--- src/rtl/maindec_pkg.sv ---
// Shared opcodes, select encodings and the control bundle carried down the
// maindec_pipe pipeline.
package maindec_pkg;

    localparam logic [6:0] OP_LW     = 7'b0000011;
    localparam logic [6:0] OP_SW     = 7'b0100011;
    localparam logic [6:0] OP_R      = 7'b0110011;
    localparam logic [6:0] OP_BRANCH = 7'b1100011;
    localparam logic [6:0] OP_IALU   = 7'b0010011;
    localparam logic [6:0] OP_JAL    = 7'b1101111;
    localparam logic [6:0] OP_JALR   = 7'b1100111;
    localparam logic [6:0] OP_LUI    = 7'b0110111;
    localparam logic [6:0] OP_AUIPC  = 7'b0010111;

    localparam logic [1:0] ALU_ADD   = 2'b00;
    localparam logic [1:0] ALU_SUB   = 2'b01;
    localparam logic [1:0] ALU_FUNCT = 2'b10;

    typedef enum logic [2:0] {
        IMM_I = 3'b000,
        IMM_S = 3'b001,
        IMM_B = 3'b010,
        IMM_J = 3'b011,
        IMM_U = 3'b100
    } imm_src_t;

    typedef enum logic [1:0] {
        SRCA_RS1  = 2'b00,
        SRCA_PC   = 2'b01,
        SRCA_ZERO = 2'b10
    } alu_src_a_t;

    typedef enum logic [1:0] {
        RES_ALU = 2'b00,
        RES_MEM = 2'b01,
        RES_PC4 = 2'b10
    } result_src_t;

    typedef struct packed {
        logic        reg_write;
        imm_src_t    imm_src;
        alu_src_a_t  alu_src_a;
        logic        alu_src;
        logic        dmem_write;
        result_src_t result_src;
        logic        branch;
        logic [1:0]  alu_op;
        logic        jump;
        logic        jalr;
    } ctrl_t;

    localparam ctrl_t CTRL_BUBBLE = '0;

endpackage

--- src/rtl/maindec_decode.sv ---
// Combinational opcode -> control bundle decode; unknown opcodes give a
// bubble and raise illegal_d.
module maindec_decode
    import maindec_pkg::*;
(
    input  logic [6:0] op_d,
    output ctrl_t      ctrl_d,
    output logic       illegal_d
);

    always_comb begin
        ctrl_d    = CTRL_BUBBLE;
        illegal_d = 1'b0;
        case (op_d)
            OP_LW:     ctrl_d = '{1'b1, IMM_I, SRCA_RS1,  1'b1, 1'b0, RES_MEM, 1'b0, ALU_ADD,   1'b0, 1'b0};
            OP_SW:     ctrl_d = '{1'b0, IMM_S, SRCA_RS1,  1'b1, 1'b1, RES_ALU, 1'b0, ALU_ADD,   1'b0, 1'b0};
            OP_R:      ctrl_d = '{1'b1, IMM_I, SRCA_RS1,  1'b0, 1'b0, RES_ALU, 1'b0, ALU_FUNCT, 1'b0, 1'b0};
            OP_BRANCH: ctrl_d = '{1'b0, IMM_B, SRCA_RS1,  1'b0, 1'b0, RES_ALU, 1'b1, ALU_SUB,   1'b0, 1'b0};
            OP_IALU:   ctrl_d = '{1'b1, IMM_I, SRCA_RS1,  1'b1, 1'b0, RES_ALU, 1'b0, ALU_FUNCT, 1'b0, 1'b0};
            OP_JAL:    ctrl_d = '{1'b1, IMM_J, SRCA_RS1,  1'b0, 1'b0, RES_PC4, 1'b0, ALU_ADD,   1'b1, 1'b0};
            OP_JALR:   ctrl_d = '{1'b1, IMM_I, SRCA_RS1,  1'b1, 1'b0, RES_PC4, 1'b0, ALU_ADD,   1'b1, 1'b1};
            OP_LUI:    ctrl_d = '{1'b1, IMM_U, SRCA_ZERO, 1'b1, 1'b0, RES_ALU, 1'b0, ALU_ADD,   1'b0, 1'b0};
            OP_AUIPC:  ctrl_d = '{1'b1, IMM_U, SRCA_PC,   1'b1, 1'b0, RES_ALU, 1'b0, ALU_ADD,   1'b0, 1'b0};
            default:   illegal_d = 1'b1;
        endcase
    end

endmodule

--- src/rtl/maindec_pipe.sv ---
// Pipelined main decoder: D-stage decode registered through E, M and W with
// stall/flush bubbles. Define MAINDEC_ILLEGAL_TRAP_EN for illegal_e/illegal_count.
module maindec_pipe
    import maindec_pkg::*;
#(
    parameter int IMM_SRC_W = 3,
    parameter int ALU_OP_W  = 2,
    parameter int COUNT_W   = 16
) (
    input  logic                 clk,
    input  logic                 reset_n,
    input  logic [6:0]           op_d,
    input  logic                 stall_e,
    input  logic                 flush_e,
    input  logic                 stall_m,
    output logic                 reg_write_e,
    output logic                 alu_src_e,
    output logic                 dmem_write_e,
    output logic                 branch_e,
    output logic                 jump_e,
    output logic                 jalr_e,
    output logic [IMM_SRC_W-1:0] imm_src_e,
    output logic [1:0]           alu_src_a_e,
    output logic [ALU_OP_W-1:0]  alu_op_e,
    output logic [1:0]           result_src_e,
    output logic                 reg_write_m,
    output logic                 dmem_write_m,
    output logic [1:0]           result_src_m,
    output logic                 reg_write_w,
    output logic [1:0]           result_src_w,
    output logic                 illegal_d
`ifdef MAINDEC_ILLEGAL_TRAP_EN
    ,
    output logic                 illegal_e,
    output logic [COUNT_W-1:0]   illegal_count
`endif
);

    ctrl_t       ctrl_d;
    ctrl_t       ctrl_e_p0;
    logic        reg_write_m_p1;
    logic        dmem_write_m_p1;
    result_src_t result_src_m_p1;
    logic        reg_write_w_p2;
    result_src_t result_src_w_p2;
    logic        load_e;
    logic        bubble_m;

    maindec_decode u_decode (
        .op_d      (op_d),
        .ctrl_d    (ctrl_d),
        .illegal_d (illegal_d)
    );

    assign load_e = !flush_e && !stall_e && !stall_m;
    // A flushed E slot lets its old occupant advance, so only an unflushed stall_e starves M.
    assign bubble_m = stall_e && !flush_e;

    // D -> E
    always_ff @(posedge clk or negedge reset_n) begin
        if (!reset_n) begin
            ctrl_e_p0 <= CTRL_BUBBLE;
        end else if (flush_e) begin
            ctrl_e_p0 <= CTRL_BUBBLE;
        end else if (load_e) begin
            ctrl_e_p0 <= ctrl_d;
        end
    end

    // E -> M
    always_ff @(posedge clk or negedge reset_n) begin
        if (!reset_n) begin
            reg_write_m_p1  <= 1'b0;
            dmem_write_m_p1 <= 1'b0;
            result_src_m_p1 <= RES_ALU;
        end else if (!stall_m) begin
            if (bubble_m) begin
                reg_write_m_p1  <= 1'b0;
                dmem_write_m_p1 <= 1'b0;
                result_src_m_p1 <= RES_ALU;
            end else begin
                reg_write_m_p1  <= ctrl_e_p0.reg_write;
                dmem_write_m_p1 <= ctrl_e_p0.dmem_write;
                result_src_m_p1 <= ctrl_e_p0.result_src;
            end
        end
    end

    // M -> W
    always_ff @(posedge clk or negedge reset_n) begin
        if (!reset_n) begin
            reg_write_w_p2  <= 1'b0;
            result_src_w_p2 <= RES_ALU;
        end else if (stall_m) begin
            reg_write_w_p2  <= 1'b0;
            result_src_w_p2 <= RES_ALU;
        end else begin
            reg_write_w_p2  <= reg_write_m_p1;
            result_src_w_p2 <= result_src_m_p1;
        end
    end

    assign reg_write_e  = ctrl_e_p0.reg_write;
    assign alu_src_e    = ctrl_e_p0.alu_src;
    assign dmem_write_e = ctrl_e_p0.dmem_write;
    assign branch_e     = ctrl_e_p0.branch;
    assign jump_e       = ctrl_e_p0.jump;
    assign jalr_e       = ctrl_e_p0.jalr;
    assign imm_src_e    = IMM_SRC_W'(ctrl_e_p0.imm_src);
    assign alu_src_a_e  = ctrl_e_p0.alu_src_a;
    assign alu_op_e     = ALU_OP_W'(ctrl_e_p0.alu_op);
    assign result_src_e = ctrl_e_p0.result_src;
    assign reg_write_m  = reg_write_m_p1;
    assign dmem_write_m = dmem_write_m_p1;
    assign result_src_m = result_src_m_p1;
    assign reg_write_w  = reg_write_w_p2;
    assign result_src_w = result_src_w_p2;

`ifdef MAINDEC_ILLEGAL_TRAP_EN
    function automatic logic [COUNT_W-1:0] sat_inc(input logic [COUNT_W-1:0] v);
        return (&v) ? v : v + COUNT_W'(1);
    endfunction

    logic               illegal_e_p0;
    logic [COUNT_W-1:0] illegal_count_q;

    // D -> E (illegal tag and counter)
    always_ff @(posedge clk or negedge reset_n) begin
        if (!reset_n) begin
            illegal_e_p0    <= 1'b0;
            illegal_count_q <= '0;
        end else begin
            if (flush_e) begin
                illegal_e_p0 <= 1'b0;
            end else if (load_e) begin
                illegal_e_p0 <= illegal_d;
            end
            if (load_e && illegal_d) begin
                illegal_count_q <= sat_inc(illegal_count_q);
            end
        end
    end

    assign illegal_e     = illegal_e_p0;
    assign illegal_count = illegal_count_q;
`endif

endmodule

--- config.mk ---
export PLATFORM = sky130hd
export DESIGN_NAME = maindec_pipe
export DESIGN_NICKNAME = d
export VERILOG_FILES = /design/src/rtl/maindec_pkg.sv /design/src/rtl/maindec_decode.sv /design/src/rtl/maindec_pipe.sv
export SDC_FILE = /design/constraint.sdc
export NUM_CORES = 1
export LEC_CHECK = 0
export ABC_AREA = 1
export CAP_MARGIN = 20
export CELL_PAD_IN_SITES_DETAIL_PLACEMENT = 0
export CELL_PAD_IN_SITES_GLOBAL_PLACEMENT = 1
export CORE_MARGIN = 1
export CORE_UTILIZATION = 32
export DETAILED_ROUTE_END_ITERATION = 6
export PLACE_DENSITY = 0.8
export SLEW_MARGIN = 25
export SYNTH_ARGS = -nofsm -noshare
export SYNTH_HDL_FRONTEND = slang
export SYNTH_SLANG_ARGS = --single-unit
--- constraint.sdc ---
create_clock -name clk -period 1 [get_ports clk]
set_input_delay 0.2 -clock clk [delete_from_list [all_inputs] [get_ports clk]]
set_output_delay 0.2 -clock clk [all_outputs]
set_load 0.1 [all_outputs]
After elaboration in Yosys (flattened, before gate mapping):

Index checks and enable logic that the tools add are counted.

* register bits after elaboration: 22
* latch bits: 0
* memory bits (writable): 0
* memory bits (read-only): 0
* input port bits: 12
* output and inout bits: 23
* logic and storage cells: 41
* memories: 0

* add/subtract/negate cells: 0
* $mul: 0
* div/mod/pow operators: 0
* magnitude comparators: 0
* equality and inequality tests: 9
* shift operators: 0
* muxes and demuxes: 9
* bitwise operators: 0
* reduce and logical (&&, ||, !) cells: 8

Operators with widths (number)
* 15-bit case mux with 9 select lines: 1
* 15-bit two-way mux: 2
* 7-bit by 6-bit == test with 1-bit output, second input constant: 3
* 7-bit == test, second input constant: 3
* 7-bit by 5-bit == test with 1-bit output, second input constant: 2
* 9-bit OR reduction: 1
* 7-bit by 2-bit == test with 1-bit output, second input constant: 1
* 1-bit two-way mux: 4
* 2-bit two-way mux: 2
* 1-bit logical AND: 3
* 1-bit logical NOT: 3
* 2-bit nonzero test: 1

Longest topological paths before layout:

* depth after elaboration: 5
* mapped depth: 8
* mapped depth without buffers: 8

Hierarchy:

A second synthesis with hierarchy kept.

* cells, all modules: 175
* area total of the unflattened synthesis: 1273.7 µm²

By module, submodules not included
* maindec_pipe: instances 1, cells each 127, area an instance 1044.8 µm², seq. area each 550.5 µm²
* maindec_decode: instances 1, cells each 48, area an instance 229.0 µm², seq. area each 0.0 µm²

Least setup slack after synthesis:

No wires, ideal clock.

* path kind: in2out
* start: in op_d[1]
* end: out illegal_d
* arrival: 1.796 ns
* required time: 0.800 ns
* setup slack: -0.996 ns
* stages: 5
* buffers on the path: 0
* cell sequence: nand2_1 -> inv_1 -> nand3_1 -> nand3_2 -> nor2_1

* word-level cells in the longest chain between the ends: 3
* elaborated cells between the ends (all ways): 11
* classes of those cells: eq/ne (9); mux (1); reduce/logical (1)

Ends and longest elaborated chain
* start, declared: line maindec_pipe.sv:12 `input logic [6:0] op_d,`
* 7-bit by 2-bit == test with 1-bit output (tied with other cells): line maindec_decode.sv:14 `case (op_d)`
* 9-bit OR reduction (no source line) *
* 1-bit two-way mux *: line maindec_decode.sv:14
* end, declared: line maindec_pipe.sv:31 `output logic illegal_d`

Mark *: on every way between the ends. The rest lies on a longest branch, timed or not.

Worst setup path in the final report:

* start: reg ctrl_e_p0 (netlist bit result_src_e[1])
* end: out result_src_e[1]

RTL lines
* start, declared: line maindec_pipe.sv:40 `ctrl_t ctrl_e_p0;`
* start signal, assigned: line maindec_pipe.sv:66 `ctrl_e_p0 <= ctrl_d;`
* end, declared: line maindec_pipe.sv:25 `output logic [1:0] result_src_e,`

No word-level cell between the ends.

==> impl_summary.log <==
INFO  metric timing.critical_path.max_delay_family = flip-flops
INFO  metric insertedDiodeCount = 0
INFO  metric first_iter_violations = 21
INFO  metric post-route-drc-count = 3
INFO  metric clkTransAtPathRegs = around 0.11 ns
INFO  metric cts.root.buffer_cell = sky130_fd_sc_hd__clkbuf_4
INFO  metric place_hpwl = between 1.5 and 2 mm
INFO  metric total_via_count_after_detailed_routing = 955
INFO  metric finish.instance_area = slightly below 2000 um^2
INFO  metric hold_violations = 0
INFO  metric cellLeakagePower = slightly above 0.9 nW
INFO  metric slew_headroom = 0.874
INFO  metric worst-endpoint-required = approximately 0.80 ns
INFO  metric crit_fanout = 3
INFO  metric total_die_area = 3290 um^2
INFO  metric vdd_drop_max = approximately 530 uV
INFO  metric critical_path.endpoint_type = output port
INFO  metric timing_worst_setup_path_type = register to output port
INFO  metric ant_nets = 0
INFO  metric worst-path-buf-inv = 1
INFO  metric synth_seq_cells = 20
INFO  metric cts.sinks = 20
INFO  metric hold_buffers = 0
INFO  metric placedInstanceArea = between 1500 and 2000 um^2
INFO  metric synth.avg_cell_area = between 8 and 9 um^2
INFO  metric setup_viol = 23
INFO  metric critical_path.slowest_cell = sky130_fd_sc_hd__dfrtp_4
INFO  metric fin_worst_skew = 0.00196 ns
INFO  metric final_worst_path_period_need = ~1.2 ns
INFO  metric mostFrequentLayoutCell = sky130_fd_sc_hd__buf_4
INFO  metric max-cap-violations = 0
INFO  metric drt-wirelength-per-cell = 13.0 um
INFO  metric groute.usage.overall = 0.169
INFO  metric portBuffers = 34
INFO  metric setup_ws_final = -0.208 ns
INFO  metric clk_latency = ~0.3 ns
INFO  metric chipWidth = ~57 um
INFO  metric dr.max_layer_used = met4
INFO  metric critPathArrivalTime = slightly above 1 ns
INFO  metric fin_setup_tns = -3.05 ns
INFO  metric routed_via_density = between 4 and 5
INFO  metric worstPathCellList = buf_12
INFO  metric final.fill_count = 217
INFO  metric synth.lib_cells_used.distinct = 24
INFO  metric seqCellArea = between 500 and 600 um^2
INFO  metric wl_met1 = roughly 950 um
INFO  metric violations = DRC, setup timing
INFO  metric numCtsBuffers = 3
INFO  metric syn-num-nets = 122
INFO  metric initial_core_util = 0.347
INFO  metric finalMaxSlewViolations = 0
INFO  metric netlist_area = 982 um^2
INFO  metric met3_length = 78 um
INFO  metric maximum_number_of_pins_on_one_net_before_global_route_repair = 21
INFO  metric grt_first_pass_wirelength = ~4.2 mm
INFO  metric final_core_util = 0.692
INFO  metric timing.critical_path.slowest_cell_delay = roughly 0.53 ns
INFO  metric layout-area-overhead-vs-synth = 99.2%
INFO  metric layout_worst_path_cycle_share = 1.21
INFO  metric number_of_core_rows = 19
INFO  metric run_status = complete, but fails checks
INFO  metric gp_congestion = ~0.85
INFO  metric globalRoute.totalOverflow = 0
INFO  metric layout-drive-gt1-share = 0.657
INFO  metric totalPowerFinal = 1.67 mW
INFO  metric clock_path_buffers = 2
INFO  metric synth_seq_area_share = 0.510
INFO  metric grt_pass1_vias = between 1000 and 1500
INFO  metric yosysWarningCount = 0
INFO  metric met2RoutedLength = roughly 1.5 mm
INFO  metric fmax = 0.828 GHz
INFO  metric power_per_standard_cell_area = approximately 850 nW/um^2
INFO  metric nets = roughly 190
INFO  metric most-common-layout-cells = sky130_fd_sc_hd__buf_4, sky130_fd_sc_hd__nand2_1, sky130_fd_sc_hd__buf_12
INFO  metric worstMarginPinSlew = 0.187 ns
INFO  metric startpoint_type = register
INFO  metric cts_tree = built
INFO  metric holdCritPathClass = input pin to asynchronous set/reset pin
INFO  metric drt-pass1-iter-count = 6
INFO  metric hold_ws = ~0.22 ns
INFO  metric die_h = around 57 um
INFO  metric htree_num_levels = 1
INFO  metric placeableCoreArea = 2830 um^2
INFO  metric grt_antenna_before_repair = 0
INFO  metric unrepaired_setup_endpoints_after_global_routing = yes
INFO  metric routed_wirelength = about 2.6 mm
INFO  metric synthesis.instances = 110
INFO  metric design.portCount = 35
INFO  metric area_taken_by_multi_input_logic_gates = approximately 500 um^2
==> cells by family (layout without fill, tap and decap cells) <==
logic type | count (synthesis) | count (layout) | share of synthesized area
compound gates | 19 | 19 | 0.124
buf+inv | 18 | 80 | 0.0892
flops | 20 | 20 | 0.510
simple gates | 53 | 53 | 0.278
==> Yosys cell counts, drive strengths merged <==
cell	count	area, um^2
nor2	10	63.8
o21ai	14	88.8
dfrtp	20	500
buf	3	26.3
nand3	10	67.6
inv	14	52.6
o21bai	1	7.51
o31ai	2	15.0
nand4	1	6.26
a21oi	2	10.0
nand2	32	135
clkinv	1	8.76
==> through the flow <==
step | worst slack (ns) | instances
floorplan | -0.242 | 110
global placement | -0.540 | 184
detailed placement | -0.583 | 184
CTS | -0.225 | 198
global route | -0.242 | 203
finish | -0.208 | 203
==> worst reg2reg max path, cell delays in order (launching register included) <==
cell                      delay, ns
sky130_fd_sc_hd__dfrtp_2       0.44
sky130_fd_sc_hd__buf_4         0.14
sky130_fd_sc_hd__buf_4         0.13
sky130_fd_sc_hd__nand3_1       0.07
sky130_fd_sc_hd__nand2_1       0.05
==> cell type report <==
cell class / count / area share
clock buffer: 4 / 0.0185
inverter: 15 / 0.0390
multi-input combinational: 72 / 0.255
sequential: 20 / 0.271
tap: 31 / 0.0198
timing repair buffer: 61 / 0.396
==> final timing paths <==
check	end	slack, ns	cells after the start	from
max reg2reg	dmem_write_m	0.08	4	dmem_write_e
min	result_src_m[0]	0.22	2	reset_n
max	result_src_e[1]	-0.21	1	result_src_e[1]
min reg2reg	alu_op_e[1]	0.54	2	alu_op_e[1]
max in group asynchronous	result_src_e[1]	0.63	2	reset_n
min in group clk	alu_src_a_e[0]	0.25	3	op_d[5]
==> sequential cells by signal, indices dropped and copies added, names as in the netlist <==
register and cells:
alu_src_a_e 2, reg_write_m 1, alu_src_e 1, result_src_w 2, jalr_e 1, alu_op_e 2, reg_write_e 1, result_src_e 2
imm_src_e 3, result_src_m 2, dmem_write_m 1, reg_write_w 1, dmem_write_e 1
==> metal layers <==
metal	vias to the layer above	track usage
met5	-	0
met3	7	0.0159
met1	444	0.157
met2	27	0.347
li1	477	-
met4	0	0.0941
==> what timing repair did <==
action                                  in CTS  in global routing
buffers inserted                            10                  5
endpoints found under the setup margin      37                 27
pin swaps                                   10                 11
endpoints found under the hold margin        0                  0
resized for setup                           50                 18
gates cloned                                 0                  0
==> power breakdown <==
part           switching, mW  internal, mW
Sequential           0.00732         0.816
Combinational          0.221         0.149
Clock                  0.253         0.222
(Power assumes the default switching activity.)
